File: src/rtl/hybrid_noc_router_be_out_buffer_if.sv
// Handshake bundle between the best-effort arbiter/mux side and the output link.
// The slave modport is the buffer; the master modport is the surrounding router logic.
interface hybrid_noc_router_be_out_buffer_if #(
   parameter int FLIT_WIDTH = 32,
   parameter int PORTS      = 5,
   parameter int DEPTH      = 4
);
   localparam int SW = (PORTS > 1) ? $clog2(PORTS) : 1;
   localparam int CW = $clog2(DEPTH + 1);

   logic [PORTS*FLIT_WIDTH-1:0] in_flit;
   logic [SW-1:0]               select;
   logic                        in_valid;
   logic                        in_last;
   logic                        in_ready;
   logic [FLIT_WIDTH-1:0]       out_flit;
   logic                        out_last;
   logic                        out_valid;
   logic                        out_ready;
   logic [CW-1:0]               count;

   modport slave (
      input  in_flit, select, in_valid, in_last, out_ready,
      output in_ready, out_flit, out_last, out_valid, count
   );

   modport master (
      output in_flit, select, in_valid, in_last, out_ready,
      input  in_ready, out_flit, out_last, out_valid, count
   );
endinterface

File: src/rtl/hybrid_noc_router_be_out_buffer.sv
// Best-effort output stage: muxes the granted input flit into a DEPTH-entry FIFO.
// Optional packet gating is enabled by defining HYBRID_NOC_BE_OUTBUF_PKT_MODE_EN.
module hybrid_noc_router_be_out_buffer #(
   parameter int FLIT_WIDTH = 32,
   parameter int PORTS      = 5,
   parameter int DEPTH      = 4
) (
   input  logic clk,
   input  logic rst_n,
   hybrid_noc_router_be_out_buffer_if.slave bus
);
   localparam int SW = (PORTS > 1) ? $clog2(PORTS) : 1;
   localparam int AW = $clog2(DEPTH);
   localparam int CW = $clog2(DEPTH + 1);

   logic [FLIT_WIDTH:0]   r_mem [DEPTH];
   logic [AW-1:0]         r_wpt;
   logic [AW-1:0]         r_rpt;
   logic [CW-1:0]         r_count;
   logic [FLIT_WIDTH-1:0] w_sel_flit;
   logic                  w_full;
   logic                  w_empty;
   logic                  w_push;
   logic                  w_pop;

   // NOTE: every signal assigned in always_comb gets a default first so no latch is inferred.
   always_comb begin
      w_sel_flit = '0;
      for (int i = 0; i < PORTS; i++) begin
         if (bus.select == SW'(i)) w_sel_flit = bus.in_flit[i*FLIT_WIDTH +: FLIT_WIDTH];
      end
   end

   assign w_full  = (r_count == CW'(DEPTH));
   assign w_empty = (r_count == '0);
   assign w_push  = bus.in_valid & bus.in_ready;
   assign w_pop   = bus.out_valid & bus.out_ready;

   // in_ready is held low while reset is asserted so nothing is lost during reset.
   assign bus.in_ready = rst_n & ~w_full;
   assign bus.count    = r_count;
   assign bus.out_flit = r_mem[r_rpt][FLIT_WIDTH-1:0];
   assign bus.out_last = r_mem[r_rpt][FLIT_WIDTH];

   // NOTE: the storage array has no reset; the pointers and count alone define which entries are live.
   always_ff @(posedge clk) begin
      if (w_push) r_mem[r_wpt] <= {bus.in_last, w_sel_flit};
   end

   // NOTE: sequential state uses non-blocking assignments so all registers update together at the edge.
   always_ff @(posedge clk or negedge rst_n) begin
      if (!rst_n) begin
         r_wpt   <= '0;
         r_rpt   <= '0;
         r_count <= '0;
      end else begin
         if (w_push) r_wpt <= r_wpt + AW'(1);
         if (w_pop)  r_rpt <= r_rpt + AW'(1);
         case ({w_push, w_pop})
            2'b10:   r_count <= r_count + CW'(1);
            2'b01:   r_count <= r_count - CW'(1);
            default: r_count <= r_count;
         endcase
      end
   end

`ifdef HYBRID_NOC_BE_OUTBUF_PKT_MODE_EN
   logic [CW-1:0] r_pkt_cnt;
   logic          w_push_last;
   logic          w_pop_last;

   assign w_push_last = w_push & bus.in_last;
   assign w_pop_last  = w_pop & bus.out_last;

   always_ff @(posedge clk or negedge rst_n) begin
      if (!rst_n) begin
         r_pkt_cnt <= '0;
      end else begin
         case ({w_push_last, w_pop_last})
            2'b10:   r_pkt_cnt <= r_pkt_cnt + CW'(1);
            2'b01:   r_pkt_cnt <= r_pkt_cnt - CW'(1);
            default: r_pkt_cnt <= r_pkt_cnt;
         endcase
      end
   end

   // The full override lets packets longer than DEPTH stream out cut-through.
   assign bus.out_valid = ~w_empty & ((r_pkt_cnt != '0) | w_full);
`else
   assign bus.out_valid = ~w_empty;
`endif

endmodule

File: src/flat_wrapper.sv
// flat-port wrapper written by rule: the top's interface ports become plain ports
module hybrid_noc_router_be_out_buffer_flat 
#(
   parameter int FLIT_WIDTH = 32,
   parameter int PORTS      = 5,
   parameter int DEPTH      = 4
)
  (clk, rst_n, bus_in_flit, bus_select, bus_in_valid, bus_in_last, bus_out_ready, bus_in_ready, bus_out_flit, bus_out_last, bus_out_valid, bus_count);
  hybrid_noc_router_be_out_buffer_if #(.FLIT_WIDTH(FLIT_WIDTH), .PORTS(PORTS), .DEPTH(DEPTH)) bus_i ();
  input  logic clk;
  input  logic rst_n;
  input wire logic [$bits(bus_i.in_flit)-1:0] bus_in_flit;
  input wire logic [$bits(bus_i.select)-1:0] bus_select;
  input wire logic [$bits(bus_i.in_valid)-1:0] bus_in_valid;
  input wire logic [$bits(bus_i.in_last)-1:0] bus_in_last;
  input wire logic [$bits(bus_i.out_ready)-1:0] bus_out_ready;
  output wire logic [$bits(bus_i.in_ready)-1:0] bus_in_ready;
  output wire logic [$bits(bus_i.out_flit)-1:0] bus_out_flit;
  output wire logic [$bits(bus_i.out_last)-1:0] bus_out_last;
  output wire logic [$bits(bus_i.out_valid)-1:0] bus_out_valid;
  output wire logic [$bits(bus_i.count)-1:0] bus_count;
  assign bus_i.in_flit = bus_in_flit;
  assign bus_i.select = bus_select;
  assign bus_i.in_valid = bus_in_valid;
  assign bus_i.in_last = bus_in_last;
  assign bus_i.out_ready = bus_out_ready;
  assign bus_in_ready = bus_i.in_ready;
  assign bus_out_flit = bus_i.out_flit;
  assign bus_out_last = bus_i.out_last;
  assign bus_out_valid = bus_i.out_valid;
  assign bus_count = bus_i.count;
  hybrid_noc_router_be_out_buffer #(.FLIT_WIDTH(FLIT_WIDTH), .PORTS(PORTS), .DEPTH(DEPTH)) u_core (.clk(clk), .rst_n(rst_n), .bus(bus_i));
endmodule
File: config.mk
export PLATFORM = sky130hd
export DESIGN_NAME = hybrid_noc_router_be_out_buffer_flat
export DESIGN_NICKNAME = d
export VERILOG_FILES = /design/src/rtl/hybrid_noc_router_be_out_buffer_if.sv /design/src/rtl/hybrid_noc_router_be_out_buffer.sv /design/src/flat_wrapper.sv
export SDC_FILE = /design/constraint.sdc
export NUM_CORES = 1
export LEC_CHECK = 0
export CAP_MARGIN = 20
export CORE_MARGIN = 3
export CORE_UTILIZATION = 32
export DETAILED_ROUTE_END_ITERATION = 16
export GPL_TIMING_DRIVEN = 0
export MAX_ROUTING_LAYER = met4
export PLACE_DENSITY_LB_ADDON = 0.2
export SLEW_MARGIN = 5
export SYNTH_ARGS = -nofsm -noshare
export SYNTH_HDL_FRONTEND = slang
export SYNTH_SLANG_ARGS = --single-unit
File: constraint.sdc
create_clock -name clk -period 4.85 [get_ports clk]
set_input_delay 0.97 -clock clk [delete_from_list [all_inputs] [get_ports clk]]
set_output_delay 0.97 -clock clk [all_outputs]
set_load 0.02 [all_outputs]
Yosys cells after proc, flatten, opt, wreduce, memory -nomap -nowiden
Memory sizes are Yosys's and may differ from the RTL's.
Index checks and enable logic that the tools add are counted.
W data, S select, Z words.
Storage, ports and cells
  memories: 1
  register bits after elaboration: 7
  memory bits (writable): 132
  input bits: 168
  word-level logic and storage cells: 31
Cells by class
  add/sub/neg operators: 4
  muxes and demuxes: 8
  reductions and logical operators: 3
  bitwise gates (word level): 5
  equal/unequal tests: 7
Memories
  u_core.r_mem: words 4, bits a word 33, rd ports 1, clocked after Yosys merged registers in 0, write ports 1, line hybrid_noc_router_be_out_buffer.sv:16  | logic [FLIT_WIDTH:0] r_mem [DEPTH];
Operator list (number)
  $mux W32: 5
  $eq A3 B2 Y1 const B: 2
  $eq A3 B3 Y1 const B: 2
  $logic_not A3 Y1: 2
  $pmux W3 S2: 1
  $add A2 B1 Y2 const B: 2
  $add A3 B1 Y3 const B: 1
  $and A1 B1 Y1: 3
  $eq A3 B1 Y1 const B: 1
  $sub A3 B1 Y3 const B: 1
  $eq A2 B1 Y1 const B: 1
  $eq A2 B2 Y1 const B: 1
  $mux W1: 2
  $not A1 Y1: 2
  $reduce_bool A2 Y1: 1

Longest topological paths before layout
Gate-level depths: netlist of run 1.
  word-level depth: 6
  mapped depth: 9

Least setup slack after synthesis of run 1
No wires, ideal clock.
  kind: input to register
  start point: input port rst_n
  end point: memory u_core.r_mem[0][0] (netlist name), enable pin
  required time: 4.457 ns
  arrival time: 2.079 ns
  setup time: 0.393 ns
  cell stages on the path: 2
  setup slack: 2.378 ns
  cell sequence: o311a_1 > and2_1
On the way
  cells in the longest elaborated chain, start to end: 4
Ends and longest elaborated chain
  start: declaration: line flat_wrapper.sv:11  | input logic rst_n;
  $and A1 B1 Y1: line hybrid_noc_router_be_out_buffer.sv:40  | assign bus.in_ready = rst_n & ~w_full;
  $and A1 B1 Y1: line hybrid_noc_router_be_out_buffer.sv:36  | assign w_push = bus.in_valid & bus.in_ready;
  $mux W1: line hybrid_noc_router_be_out_buffer.sv:47  | if (w_push) r_mem[r_wpt] <= {bus.in_last, w_sel_flit};
  $mux W1 (not written as such): line hybrid_noc_router_be_out_buffer.sv:47
  end: declaration: line hybrid_noc_router_be_out_buffer.sv:16
Every way passes these cells.

Worst setup path after layout of run 1
  start point: register u_core.r_rpt[1]
  end point: output port bus_out_flit[28]
On the way
  cells in the longest elaborated chain, start to end: 1
Ends and longest elaborated chain
  start: declaration: line hybrid_noc_router_be_out_buffer.sv:18  | logic [AW-1:0] r_rpt;
  start signal: assignment: line hybrid_noc_router_be_out_buffer.sv:58  | if (w_pop) r_rpt <= r_rpt + AW'(1);
  $mem_v2 Z4 W33
  end: declaration: line flat_wrapper.sv:18  | output wire logic [$bits(bus_i.out_flit)-1:0] bus_out_flit;
Every way passes these cells.

==> impl_metrics.toml, run 1 <==
[die]
io_pins = 206
fp-row-count = 51
core-area_sq_um = 19700
start_util = 0.329
die-area_sq_um = 22000
chipHeight_um = 148
die_x_um = 148

[cts]
max-clock-path-buffers = 2
cts_tree = "built"
htreeDepth = 4
post_cts_buffers = 0
clkTransAtPathRegs_ns = 0.05
clock-sinks = 139
cts_resized = 0
cts_inserted_buffers = 17
holdBufCountCts = 0
insertion_delay_ns = 0.41
root_buffer = "clkbuf_16"

[cells_and_area]
fin_util = 0.486
layout-drive-gt1-share = 0.196
n_antenna_cell = 0
finalNonFillerCells = 904
finalNetCount = 801
syn2layout_area_growth_pct = 47.7

[logic_synthesis]
yosysTopAreaCell = "edfxtp_1"
synth_common_cells = "edfxtp_1, nor2_1, mux2_2, mux4_2, nand2_1"
synth_flop_cell = "edfxtp_1"
ys_warn_count = 0
async_reset_ff_frac = 0.0504
synth.area.top_cells = "edfxtp_1, mux4_2, mux2_2, a32oi_1, a31oi_1"
ys_ff_latch = 139
avgSynthCellArea_sq_um = 16.1
yosysSeqAreaShare = 0.640
yosysUniqueCellTypes = 28
synth_edf_count = 132
synth_top_area_share = 0.613
netlist_instances = 401
synth.most_common_cell = "edfxtp_1"
synth_area_sq_um = 6470
synth_fp_nets = 575

[grt]
grt_use_met1 = 0.219
grt.busiest_layer = "met2"
gr-usage-all-layers = 0.184
gr-usage-met2 = 0.314
grt_pass1_vias = 4993
antenna_found_initial = 0
grt_util_met3 = 0.0420
grt_pass1_wl_um = 29000
grt_max_degree = 19
grt-ovfl-total = 0

[min_path]
hp-class = "register to register"
min_path_cells = 1

[route]
drc = 0
first_pass_iters = 4
drt_iter0_drc = 262
wire_per_inst_um = 21.2
viasPerCell = 5.03
postRouteAntennaNets = 0
finalWirelength_um = 19200
vias = 4547

[timing]
rsz0062_at_grt = "false"
max_slew_margin = 0.511
setup_tns_ns = 0
setup_viol = 0
slew_violations = 0
skew_ns = 0.00505
worstMarginPinSlew_ns = 0.734
fin_crit_sh = 0.724
clock.fmax_ghz = 0.285
final-hold-violation-count = 0
min_period_ns = 3.51

[status]
outcome = "finished, final reports clean"

[setup_path]
r2r_cells = 8
worstPathArrival_ns = 2.54
endpoint_kind = "primary output"
worstPathMaxFanout = 10
path_cells = "buf_2 -> buf_1 -> mux4_2 -> clkdlybuf4s50_1"
start_kind = "register"
slowest_stage = "buf_1"
worst_ep_required_time_ns = 3.88
worstSetupPathType = "register to primary output"
critPathMaxStageDelay_ns = 0.59

[pwr]
p_per_area_nw_per_um2 = 472
vdd_drop_max_v = 0.000285
leakage_nw = 3.24

[run]
drv_cap = 0

[placement]
post-place-cells = 873
place_hpwl_um = 14200
port_buffers = 203
routabilityCongestion = 0.744
metal layers:
| metal | part of all wire | vias to the layer above | routed length [um] |
|---|---|---|---|
| met1 | 0.40 | 2280 | 7690 |
| met2 | 0.53 | 168 | 10200 |
| li1 | - | 2078 | - |
| met5 | 0 | - | 0 |
| met3 | 0.049 | 21 | 946 |
| met4 | 0.017 | 0 | 326 |
placed cells by master, fill, tap and decap left out, types with 2 or more instances in the layout:
cell	count
mux4_2	33
nor2_1	35
buf_6	8
clkinv_1	3
buf_2	12
and2_2	4
inv_1	7
dfrtp_1	7
buf_16	4
buf_4	3
bufinv_16	4
o31a_1	2
clkbuf_1	8
clkdlybuf4s50_1	203
clkbuf_16	17
clkinvlp_4	2
ha_1	5
xnor2_1	4
edfxtp_1	132
clkinv_4	2
nand2_1	33
a32oi_1	32
xor2_1	2
a31oi_1	32
buf_1	2
mux2_2	33
cells by family (layout without fill, tap and decap cells):
group,Yosys count,in the layout,synth area share
DFF,139,139,0.640
xor gates and xnor gates,6,6,0.00812
buffers and inverters,39,277,0.0362
and+or+nand+nor,77,77,0.0507
adders and majority gates,6,6,0.0128
muxes,67,67,0.174
AOI/OAI and AO/OA,67,67,0.0785
power breakdown:
| group | internal, mW | switching [mW] | total (mW) |
|---|---|---|---|
| registers | 1.50 | 0.0471 | 1.54 |
| clock network | 0.854 | 0.465 | 1.32 |
| logic | 0.833 | 0.814 | 1.65 |
path summary, 6_finish.rpt:
path / to / from / slack [ns]
max: bus_out_flit[28] / u_core.r_rpt[1] / 1.34
max in group asynchronous: u_core.r_rpt[0] / rst_n / 3.72
min reg2reg: u_core.bus.count[0] / u_core.bus.count[0] / 0.58
max reg2reg: u_core.bus.count[2] / u_core.bus.count[0] / 2.76
min: u_core.bus.count[0] / u_core.bus.count[0] / 0.58
min in group asynchronous: u_core.bus.count[1] / rst_n / 0.85
area by class of cell:
class                   count  area, sq um
fillers                  1772        10100
plain buffers              32          208
clock buffers              19          433
inverters                   7         26.3
well taps                 265          332
flip-flops and latches    139         4140
multi-input cells         223         2100
clock inverters            12          173
repair buffers            207         2140
per-stage QoR:
step / total power [mW] / setup slack (ns) / hold slack, ns / instance area (sq um)
after CTS: 4.57 / 1.25 / 0.575 / 9550
after detailed placement: 3.24 / 1.35 / 0.567 / 8950
final: 4.51 / 1.34 / 0.577 / 9550
after global placement: 3.19 / 0.785 / 0.543 / 8830
after global routing: 4.72 / 1.19 / 0.599 / 9550
after floorplan: 2.47 / 2.38 / 0.534 / 6470
sequential cells by signal, indices dropped and copies added (netlist names):
signal	cells
u_core.r_wpt	2
u_core.r_mem	132
u_core.r_rpt	2
u_core.bus.count	3
critical path, delay by kind of cell, from the launching register on:
family / cells / cell delay, ns
buffers and inverters: 3 / 1.37
flip-flops: 1 / 0.31
multiplexers: 1 / 0.45
No activity file was read; power rests on OpenSTA's default activity.
==> run 2, diff against run 1 <==
clock period = 2.98 ns   (was 4.85 ns; I/O delays follow)
==> run 2 against run 1 <==
Net effect: cell count is the same; global-route usage unchanged; via count hardly changed; worst hold slack got worse by 0.10 ns; sequential power grew 63%; non-clock buffer count unchanged; clock power up 62%; critical path type unchanged.
==> impl_metrics.toml, run 2 (synthesized netlist as in run 1, its figures left out) <==
[grt]
gr-usage-all-layers = 0.184
grt-ovfl-total = 0
grt_pass1_wl_um = 29000
grt_util_met3 = 0.0420
grt_pass1_vias = 4993
grt_use_met1 = 0.219
grt_max_degree = 19
grt.busiest_layer = "met2"
gr-usage-met2 = 0.314
antenna_found_initial = 0

[cts]
cts_inserted_buffers = 17
clkTransAtPathRegs_ns = 0.05
root_buffer = "clkbuf_16"
max-clock-path-buffers = 2
insertion_delay_ns = 0.42
cts_tree = "built"
clock-sinks = 139
htreeDepth = 4
post_cts_buffers = 0

[timing]
setup_viol = 0
rsz0062_at_grt = "true"
min_period_ns = 2.87
worstMarginPinSlew_ns = 0.735
clock.fmax_ghz = 0.348
fin_crit_sh = 0.964
timing.final.ws_setup_ns = 0.107
skew_ns = 0.00524
max_slew_margin = 0.510
final-hold-violation-count = 0
slew_violations = 0
hold_ws_ns = 0.472

[setup_path]
worst_ep_required_time_ns = 2.38
endpoint_kind = "primary output"
r2r_start = "u_core.bus.count[0]"
path_cells = "buf_4 -> buf_6 -> mux4_2 -> clkdlybuf4s50_1"
critPathTopFamily = "buffers and inverters"
r2r_cells = 8
r2r-end = "u_core.bus.count[2]"
critical_path_buf_inv_count = 3
critPathMaxStageDelay_ns = 0.58
start_kind = "register"
rrSetupSlack_ns = 0.90
slowest_stage = "clkdlybuf4s50_1"
worstPathMaxFanout = 10
worstPathArrival_ns = 2.28
worstSetupPathType = "register to primary output"

[cells_and_area]
layout-drive-gt1-share = 0.199
final_cell_mix = "clkdlybuf4s50_1, edfxtp_1, nor2_1"
syn2layout_area_growth_pct = 48.3
final_common_cell = "clkdlybuf4s50_1"
largest_reg_flops = 132
fin_util = 0.488
n_antenna_cell = 0
top_register = "u_core.r_mem"
finalNetCount = 801
fillers = 1768

[min_path]
hp-class = "input port to asynchronous set/reset pin"

[route]
wire_per_inst_um = 21.2
vias = 4543
drc = 0
finalWirelength_um = 19200
postRouteAntennaNets = 0
first_pass_iters = 5
viasPerCell = 5.03
drt_iter0_drc = 248

[placement]
place_hpwl_um = 14200
port_buffers = 203
routabilityCongestion = 0.744
pre_cts_ws_ns = 0.0977

[status]
outcome = "finished, final reports clean"

[die]
die-area_sq_um = 22000
fp-row-count = 51
chipHeight_um = 148
core-area_sq_um = 19700
io_pins = 206
start_util = 0.329
die_x_um = 148

[run]
drv_cap = 0

[pwr]
p_per_area_nw_per_um2 = 767
leakage_nw = 3.31
vdd_drop_max_v = 0.000460
power.total_mw = 7.36
-- run 2: cell types whose count changed in the layout (fill, tap and decap cells not counted) --
cell | before | now
buf_1 | 2 | 0
buf_4 | 3 | 2
buf_6 | 8 | 10
buf_8 | 0 | 1
clkdlybuf4s50_1 | 203 | 196
dlymetal6s2s_1 | 0 | 7
-- run 2: layout make-up --
cell class / instances / area (sq um) / area share
flip-flops and latches: 139 / 4140 / 0.431
repair buffers: 207 / 2160 / 0.225
multi-input cells: 223 / 2100 / 0.219
clock buffers: 19 / 433 / 0.0451
well taps: 265 / 332 / 0.0346
plain buffers: 32 / 230 / 0.0240
clock inverters: 12 / 173 / 0.0180
inverters: 7 / 26.3 / 0.00274
-- run 2: repair_timing --
item,4_1_cts,5_1_grt
setup endpoints to repair,23,28
hold endpoints to repair,0,0
gates resized for setup,4,11
hold buffers,0,0
-- run 2: worst max path at each step --
stage	from	end	slack [ns]	cells past startpoint
2_1_floorplan	rst_n	u_core.r_mem[0][0]	0.88	2
3_3_place_gp	rst_n	u_core.r_mem[1][6]	-0.71	3
3_5_place_dp	rst_n	u_core.r_mem[2][5]	0.1	4
4_1_cts	u_core.r_rpt[0]	bus_out_flit[28]	-0.03	4
5_1_grt	u_core.r_rpt[0]	bus_out_flit[15]	-0.004	4
6_report	u_core.r_rpt[0]	bus_out_flit[30]	0.11	4
-- run 2: layer usage --
layer	wire, um	part of all wire
met1	7540	0.39
met2	10300	0.54
met3	1020	0.053
met4	325	0.017
met5	0	0
-- run 2: per-stage QoR --
stage	setup TNS [ns]	cells	instance area (sq um)
2_1_floorplan	0	401	6470
3_3_place_gp	-92.23	869	8830
3_5_place_dp	0	873	8950
4_1_cts	-0.0991	904	9560
5_1_grt	-0.00627	904	9590
6_report	0	904	9590
-- run 2: power breakdown --
part / total (mW) / internal, mW / leakage [nW] / switching [mW]
Combinational: 2.70 / 1.38 / 1.73 / 1.32
Sequential: 2.51 / 2.44 / 1.29 / 0.0766
Clock: 2.14 / 1.39 / 0.286 / 0.755
